===== config.mk =====
export PLATFORM = sky130hd
export DESIGN_NAME = id_ex_stage
export DESIGN_NICKNAME = d
export VERILOG_FILES = /design/src/rtl/id_ex_stage.sv
export SDC_FILE = /design/constraint.sdc
export NUM_CORES = 1
export LEC_CHECK = 0
export ABC_AREA = 0
export CAP_MARGIN = 20
export CORE_ASPECT_RATIO = 0.5
export CORE_UTILIZATION = 30
export DETAILED_ROUTE_END_ITERATION = 7
export HOLD_SLACK_MARGIN = 0.15
export PLACE_DENSITY = 0.67
export SETUP_SLACK_MARGIN = 0.05
export SYNTH_ARGS = -nofsm -noshare
export SYNTH_HDL_FRONTEND = slang
export SYNTH_SLANG_ARGS = --single-unit

===== constraint.sdc =====
create_clock -name clk -period 2.1 [get_ports clk]
set_clock_uncertainty 0.05 [all_clocks]
set_input_delay 0.525 -clock clk [delete_from_list [all_inputs] [get_ports clk]]
set_output_delay 0.525 -clock clk [all_outputs]
set_load 0.02 [all_outputs]

===== src/rtl/id_ex_stage.sv =====
// ID/EX pipeline register with load-use hazard detection, EX/MEM and MEM/WB operand
// forwarding, and immediate sign extension. It drives the ALU X/Y operands and the opcode.
module id_ex_stage #(
  parameter int DATA_W = 16,
  parameter int REG_AW = 3,
  parameter int IMM_W  = 6
) (
  input  logic              clk,
  input  logic              rst,
  input  logic              flush,
  input  logic              id_valid,
  input  logic [REG_AW-1:0] id_rs,
  input  logic [REG_AW-1:0] id_rt,
  input  logic [REG_AW-1:0] id_dest,
  input  logic [DATA_W-1:0] id_rs_data,
  input  logic [DATA_W-1:0] id_rt_data,
  input  logic [IMM_W-1:0]  id_imm,
  input  logic              id_alu_src,
  input  logic [2:0]        id_alu_op,
  input  logic [3:0]        id_ctrl,
  input  logic              exmem_reg_write,
  input  logic [REG_AW-1:0] exmem_dest,
  input  logic [DATA_W-1:0] exmem_result,
  input  logic              memwb_reg_write,
  input  logic [REG_AW-1:0] memwb_dest,
  input  logic [DATA_W-1:0] memwb_result,
  output logic              stall,
  output logic              ex_valid,
  output logic [REG_AW-1:0] ex_dest,
  output logic [3:0]        ex_ctrl,
  output logic [DATA_W-1:0] alu_x,
  output logic [DATA_W-1:0] alu_y,
  output logic [2:0]        alu_opcod,
  output logic [DATA_W-1:0] ex_store_data
);

  // Control bundle bit positions: {mem_read, mem_write, reg_write, mem_to_reg}.
  localparam int CTRL_MEM_READ  = 3;
  localparam int CTRL_MEM_WRITE = 2;

  logic              r_ex_valid;
  logic [REG_AW-1:0] r_ex_dest;
  logic [3:0]        r_ex_ctrl;
  logic [2:0]        r_alu_op;
  logic [REG_AW-1:0] r_rs;
  logic [REG_AW-1:0] r_rt;
  logic [DATA_W-1:0] r_rs_data;
  logic [DATA_W-1:0] r_rt_data;
  logic [IMM_W-1:0]  r_imm;
  logic              r_alu_src;

  logic              w_stall;
  logic              w_rt_used;
  logic [DATA_W-1:0] w_fwd_a;
  logic [DATA_W-1:0] w_fwd_b;
  logic [DATA_W-1:0] w_imm_ext;

  // The rt field matters to a hazard when it feeds the ALU or is the data being stored.
  assign w_rt_used = !id_alu_src || id_ctrl[CTRL_MEM_WRITE];
  assign w_stall   = r_ex_valid && r_ex_ctrl[CTRL_MEM_READ] && (r_ex_dest != '0) &&
                     id_valid && ((r_ex_dest == id_rs) || ((r_ex_dest == id_rt) && w_rt_used));

  always_ff @(posedge clk) begin
    // NOTE: non-blocking assignments keep every pipeline register sampling pre-edge values.
    if (rst || flush || w_stall) begin
      r_ex_valid <= 1'b0;
      r_ex_dest  <= '0;
      r_ex_ctrl  <= '0;
      r_alu_op   <= '0;
      r_rs       <= '0;
      r_rt       <= '0;
      r_rs_data  <= '0;
      r_rt_data  <= '0;
      r_imm      <= '0;
      r_alu_src  <= 1'b0;
    end else begin
      r_ex_valid <= id_valid;
      r_ex_dest  <= id_dest;
      r_ex_ctrl  <= id_valid ? id_ctrl : 4'b0000;
      r_alu_op   <= id_alu_op;
      r_rs       <= id_rs;
      r_rt       <= id_rt;
      r_rs_data  <= id_rs_data;
      r_rt_data  <= id_rt_data;
      r_imm      <= id_imm;
      r_alu_src  <= id_alu_src;
    end
  end

  // Register 0 always reads as zero; EX/MEM wins over MEM/WB as the younger result.
  function automatic logic [DATA_W-1:0] fwd_operand(
    input logic [REG_AW-1:0] src,
    input logic [DATA_W-1:0] reg_val,
    input logic              em_we,
    input logic [REG_AW-1:0] em_dest,
    input logic [DATA_W-1:0] em_val,
    input logic              mw_we,
    input logic [REG_AW-1:0] mw_dest,
    input logic [DATA_W-1:0] mw_val
  );
    if (src == '0)                        return '0;
    else if (em_we && (em_dest == src))   return em_val;
    else if (mw_we && (mw_dest == src))   return mw_val;
    else                                  return reg_val;
  endfunction

  assign w_fwd_a   = fwd_operand(r_rs, r_rs_data, exmem_reg_write, exmem_dest, exmem_result,
                                 memwb_reg_write, memwb_dest, memwb_result);
  assign w_fwd_b   = fwd_operand(r_rt, r_rt_data, exmem_reg_write, exmem_dest, exmem_result,
                                 memwb_reg_write, memwb_dest, memwb_result);
  assign w_imm_ext = {{(DATA_W-IMM_W){r_imm[IMM_W-1]}}, r_imm};

  assign stall         = w_stall;
  assign ex_valid      = r_ex_valid;
  assign ex_dest       = r_ex_dest;
  assign ex_ctrl       = r_ex_ctrl;
  assign alu_opcod     = r_alu_op;
  assign alu_x         = w_fwd_a;
  assign alu_y         = r_alu_src ? w_imm_ext : w_fwd_b;
  assign ex_store_data = w_fwd_b;

endmodule


### Word-level counts from Yosys, hierarchy flattened

Cells that the tools add are included.

* eq/ne operators: 6
* muxes and demuxes: 7
* bitwise logic cells: 1
* reduce and logical (&&, ||, !) cells: 18

Operators by type and width (number)
* $mux 16: 7
* $eq 3x3->1: 6
* $logic_and 1x1->1: 9
* $logic_not 3->1: 2
* $logic_or 1x1->1: 4
* $reduce_bool 3->1: 1
* $reduce_or 2->1: 1
* $logic_not 1->1: 1
* $not 1->1: 1

* flip-flop bits (word level): 56
* output and inout port bits: 60
* word-level logic and storage cells: 42

### Longest topological paths before layout

* depth in word-level cells: 7
* depth in mapped cells: 6

### Worst setup path after synthesis

OpenSTA, ideal clock, no wires.

* kind: in2out
* start: input port memwb_dest[2]
* end: output port alu_x[10]
* arrival time: 1.871 ns
* setup slack: -0.346 ns
* stages on the path: 5
* cell sequence: xnor2_1 nand4_2 buf_6 mux2i_1 a211oi_1

* longest elaborated chain between the ends: 5

Ends and longest elaborated chain
* start, declared: RTL line 25 `input logic [REG_AW-1:0] memwb_dest,`
* $eq 3x3->1: RTL line 103 `else if (mw_we && (mw_dest == src)) return mw_val;`
* $logic_and 1x1->1: RTL line 103
* $mux 16: RTL line 103
* $mux 16: RTL line 102 `else if (em_we && (em_dest == src)) return em_val;`
* $mux 16: RTL line 101 `if (src == '0) return '0;`
* end, declared: RTL line 31 `output logic [DATA_W-1:0] alu_x,`

No other way between the ends.

### Worst setup path after layout

* start: register r_rt[2]
* end: output port alu_y[4]

* longest elaborated chain between the ends: 6
* elaborated cells between the ends (all ways): 9
* classes of those cells: eq/ne (2); mux (4); reduce/logical (3)

Ends and longest elaborated chain
* start, declared: RTL line 46 `logic [REG_AW-1:0] r_rt;`
* start signal, assigned: RTL line 82 `r_rt <= id_rt;`
* $eq 3x3->1: RTL line 103
* $logic_and 1x1->1: RTL line 103
* $mux 16: RTL line 103
* $mux 16: RTL line 102
* $mux 16 (*): RTL line 101
* $mux 16 (*): RTL line 119 `assign alu_y = r_alu_src ? w_imm_ext : w_fwd_b;`
* end, declared: RTL line 32 `output logic [DATA_W-1:0] alu_y,`

Mark *: on every way between the ends. The rest lies on a longest branch, timed or not.

==> metrics.yaml <==
status: "finished with violations"
violations: "negative setup slack"
cts_sinks: 56
drt-vias-per-instance: 4.93
clockRootBuffer: "clkbuf_16"
nets: 633
ys_types: 34
tritoncts: "built"
drc: 0
timing_hold_violations_final: 0
first_global_vias: 3518
cp_max_fo: 6
worstPathArrival_ns: 1.99
p_seq_frac: 0.372
p_sw_w: 0.000875
p_leak_nw: 2.52
grt_max_degree: 57
powerDensity_mw_per_mm2: 483
finalCriticalPeriod_ns: 2.57
clkPwrFrac: 0.284
start_kind: "flip-flop"
async_flop_share: 0
cts_buffer_depth: 2
avgSynthCellArea_sq_um: 9.46
yosysMostFrequentCell: "dfxtp_1"
overflow: 0
final_layout_size_suffix_gt1_frac: 0.490
ys_top_cells_by_area: "dfxtp_1, nor3b_1, mux2i_1, a221oi_2, xnor2_1"
regArea_sq_mm: 0.00113
place_ws_ns: -1.22
yosys_warnings: 0
drt_iter0_drc: 173
grt_first_pass_wirelength_mm: 19.2
crit_type: "reg2out"
multi_input_area_sq_mm: 0.00237
final_cell_area_sq_mm: 0.00629
maxCapViolCount: 0
relSlewSlack: 0.548
synth_top_cell_by_area: "dfxtp_1"
fp.coreArea_sq_mm: 0.00954
end_kind: "output pin"
cp_slowest_cell: "dfxtp_2"
endpoint: "alu_y[4]"
synth_edf_count: 0
placed_area_sq_mm: 0.00571
r2r-end: "r_rs_data[3]"
antenna_found_initial: 0
syn2layout_area_growth_pct: 112
synthCells: 314
fp.dieH_um: 72.4
die_width_um: 143
irDropWorstVdd_uv: 352
fmax_mhz: 389
top_layer_used: "met4"
vias: 3305
cell_internal_pwr_w: 0.00217
htreeDepth: 2
worst_path_most_repeated_cell: "buf_12"
dr.pass1.iters: 4
die_area_sq_mm: 0.0103
finalMaxSlewViolations: 0
dr_wl_met3_um: 500
io_buffer_count: 158
total_power_w: 0.00304
rows: 25
tightestPinTransition_ns: 0.678
yosys-top-cells-count: "dfxtp_1, nor3b_1, nor2_1, nor3_1, clkbuf_1"
holdCritPathClass: "in2reg"
path_clk_slew_ns: 0.07
seq_area_frac_synth: 0.377
ant_nets: 0
sw_frac_of_total: 0.288
gp_congestion: 0.781
syn_area_sq_mm: 0.00297
ctsHoldBuffers: 0
fill_cells: 767
critPathMaxStageDelay_ns: 0.35
wire_per_inst_um: 17.9
numCtsBuffers: 5
crit_path_cell_trace: "xor2_1 > nand4bb_4 > buf_12 > buf_12 > a221oi_4 > buf_4 > o31ai_4 > buf_6"
synth_top_area_frac: 0.377
setup_viol: 48
clock_latency_ns: 0.29
setup_ws_ns: -0.468
rrSetupSlack_ns: 0.22
grt_setup_unrepaired: "yes"
reg2reg_depth: 5
grt.total_usage: 0.244
r2r-start: "ex_dest[1]"
dr_wl_met2_mm: 5.80
post-route-period-util: 1.22
start_util: 0.311
crit_path_start: "r_rt[2]"
synthFlopType: "dfxtp_1"
cp.required_ns: 1.52
antenna-diode-count: 0
share_comb_of_total_power: 0.344
ys_seq_elements: 56
wl_met1_mm: 5.69
dp_hpwl_mm: 7.99
pin_count: 159
synth_nets: 413
totalWireLength_mm: 12.0
## sequential cells by signal (all words and copies together), names as in the netlist
signal and flops:
r_rs 3, alu_opcod 3, ex_valid 1, r_rs_data 16, ex_dest 3, r_rt_data 16
r_rt 3, ex_ctrl 4, r_imm 6, r_alu_src 1
## metal layers
layer	GRT usage	vias up
met5	0	-
met4	0.0323	0
met3	0.0442	5
met2	0.419	78
met1	0.329	1616
li1	-	1606
## power by group through the flow
stage / logic, W / registers [W] / clock network, W
after detailed placement: 0.000939 / 0.00116 / 0
after CTS: 0.00103 / 0.00113 / 0.000884
after global placement: 0.000932 / 0.00116 / 0
final: 0.00105 / 0.00113 / 0.000863
after global routing: 0.00110 / 0.00114 / 0.000925
after floorplan: 0.000437 / 0.00116 / 0
## cell families (layout without fill, tap and decap cells)
family | Yosys count | after routing | share of synthesized area
buffers and inverters | 30 | 251 | 0.0623
AO/OA/AOI/OAI | 55 | 55 | 0.162
flip-flops | 56 | 56 | 0.377
XOR/XNOR | 18 | 18 | 0.0556
multiplexers | 16 | 16 | 0.0539
AND/OR/NAND/NOR | 139 | 139 | 0.289
## worst max-delay path, delay by kind of cell (launching register included)
| kind | cells | cell delay [ns] |
|---|---|---|
| buffers and inverters | 4 | 0.59 |
| XOR/XNOR | 1 | 0.15 |
| AO/OA/AOI/OAI | 2 | 0.34 |
| AND/OR/NAND/NOR | 1 | 0.26 |
| flip-flops | 1 | 0.35 |
## cells in the final DEF (no fill, tap or decap), types with 7 or more instances in the layout
master and n:
buf_12 16, nor3_2 12, nand2_1 10, xnor2_1 7
nor2_1 17, buf_6 28, a221oi_4 10, a211oi_2 13
nor3b_1 44, buf_2 13, and3_1 10, buf_4 74
nor2_2 15, mux2i_1 14, clkdlybuf4s50_1 91, nor3b_2 7
o31ai_4 11, dfxtp_1 49
## timing repair
action                                  CTS  global route
cloned                                    7             0
buffers inserted                         14             0
endpoints found under the setup margin  105            53
hold endpoints to repair                  0             0
pin swaps                                40            26
gates resized for setup                 342            18
## final cells by class
| type | instances | area share |
|---|---|---|
| well taps | 135 | 0.0268 |
| clock buffers | 8 | 0.0233 |
| multi-input cells | 228 | 0.376 |
| flip-flops and latches | 56 | 0.180 |
| repair buffers | 242 | 0.393 |
| inverters | 1 | 0.000597 |
## per-stage QoR
step                hold slack (ns)  utilization  TNS, ns  instances
floorplan                     0.593            -    -3.14        314
global placement               1.01        0.599   -76.78        641
detailed placement             1.02        0.599   -77.98        641
CTS                           0.580        0.655   -17.14        670
global route                  0.454        0.659   -21.43        670
finish                        0.463        0.659   -17.41        670
## worst min-delay path by stage
stage	from	endpoint	slack, ns	cells after the start
after detailed placement	id_ctrl[1]	ex_ctrl[1]	1.02	3
after floorplan	id_valid	ex_ctrl[0]	0.59	2
after CTS	id_ctrl[2]	ex_ctrl[2]	0.58	3
after global routing	id_rt[2]	r_rt[2]	0.45	2
after global placement	ex_ctrl[3]	r_rs_data[8]	1.01	4
final	id_rt[2]	r_rt[2]	0.46	2
No activity file was read; power rests on OpenSTA's default activity.
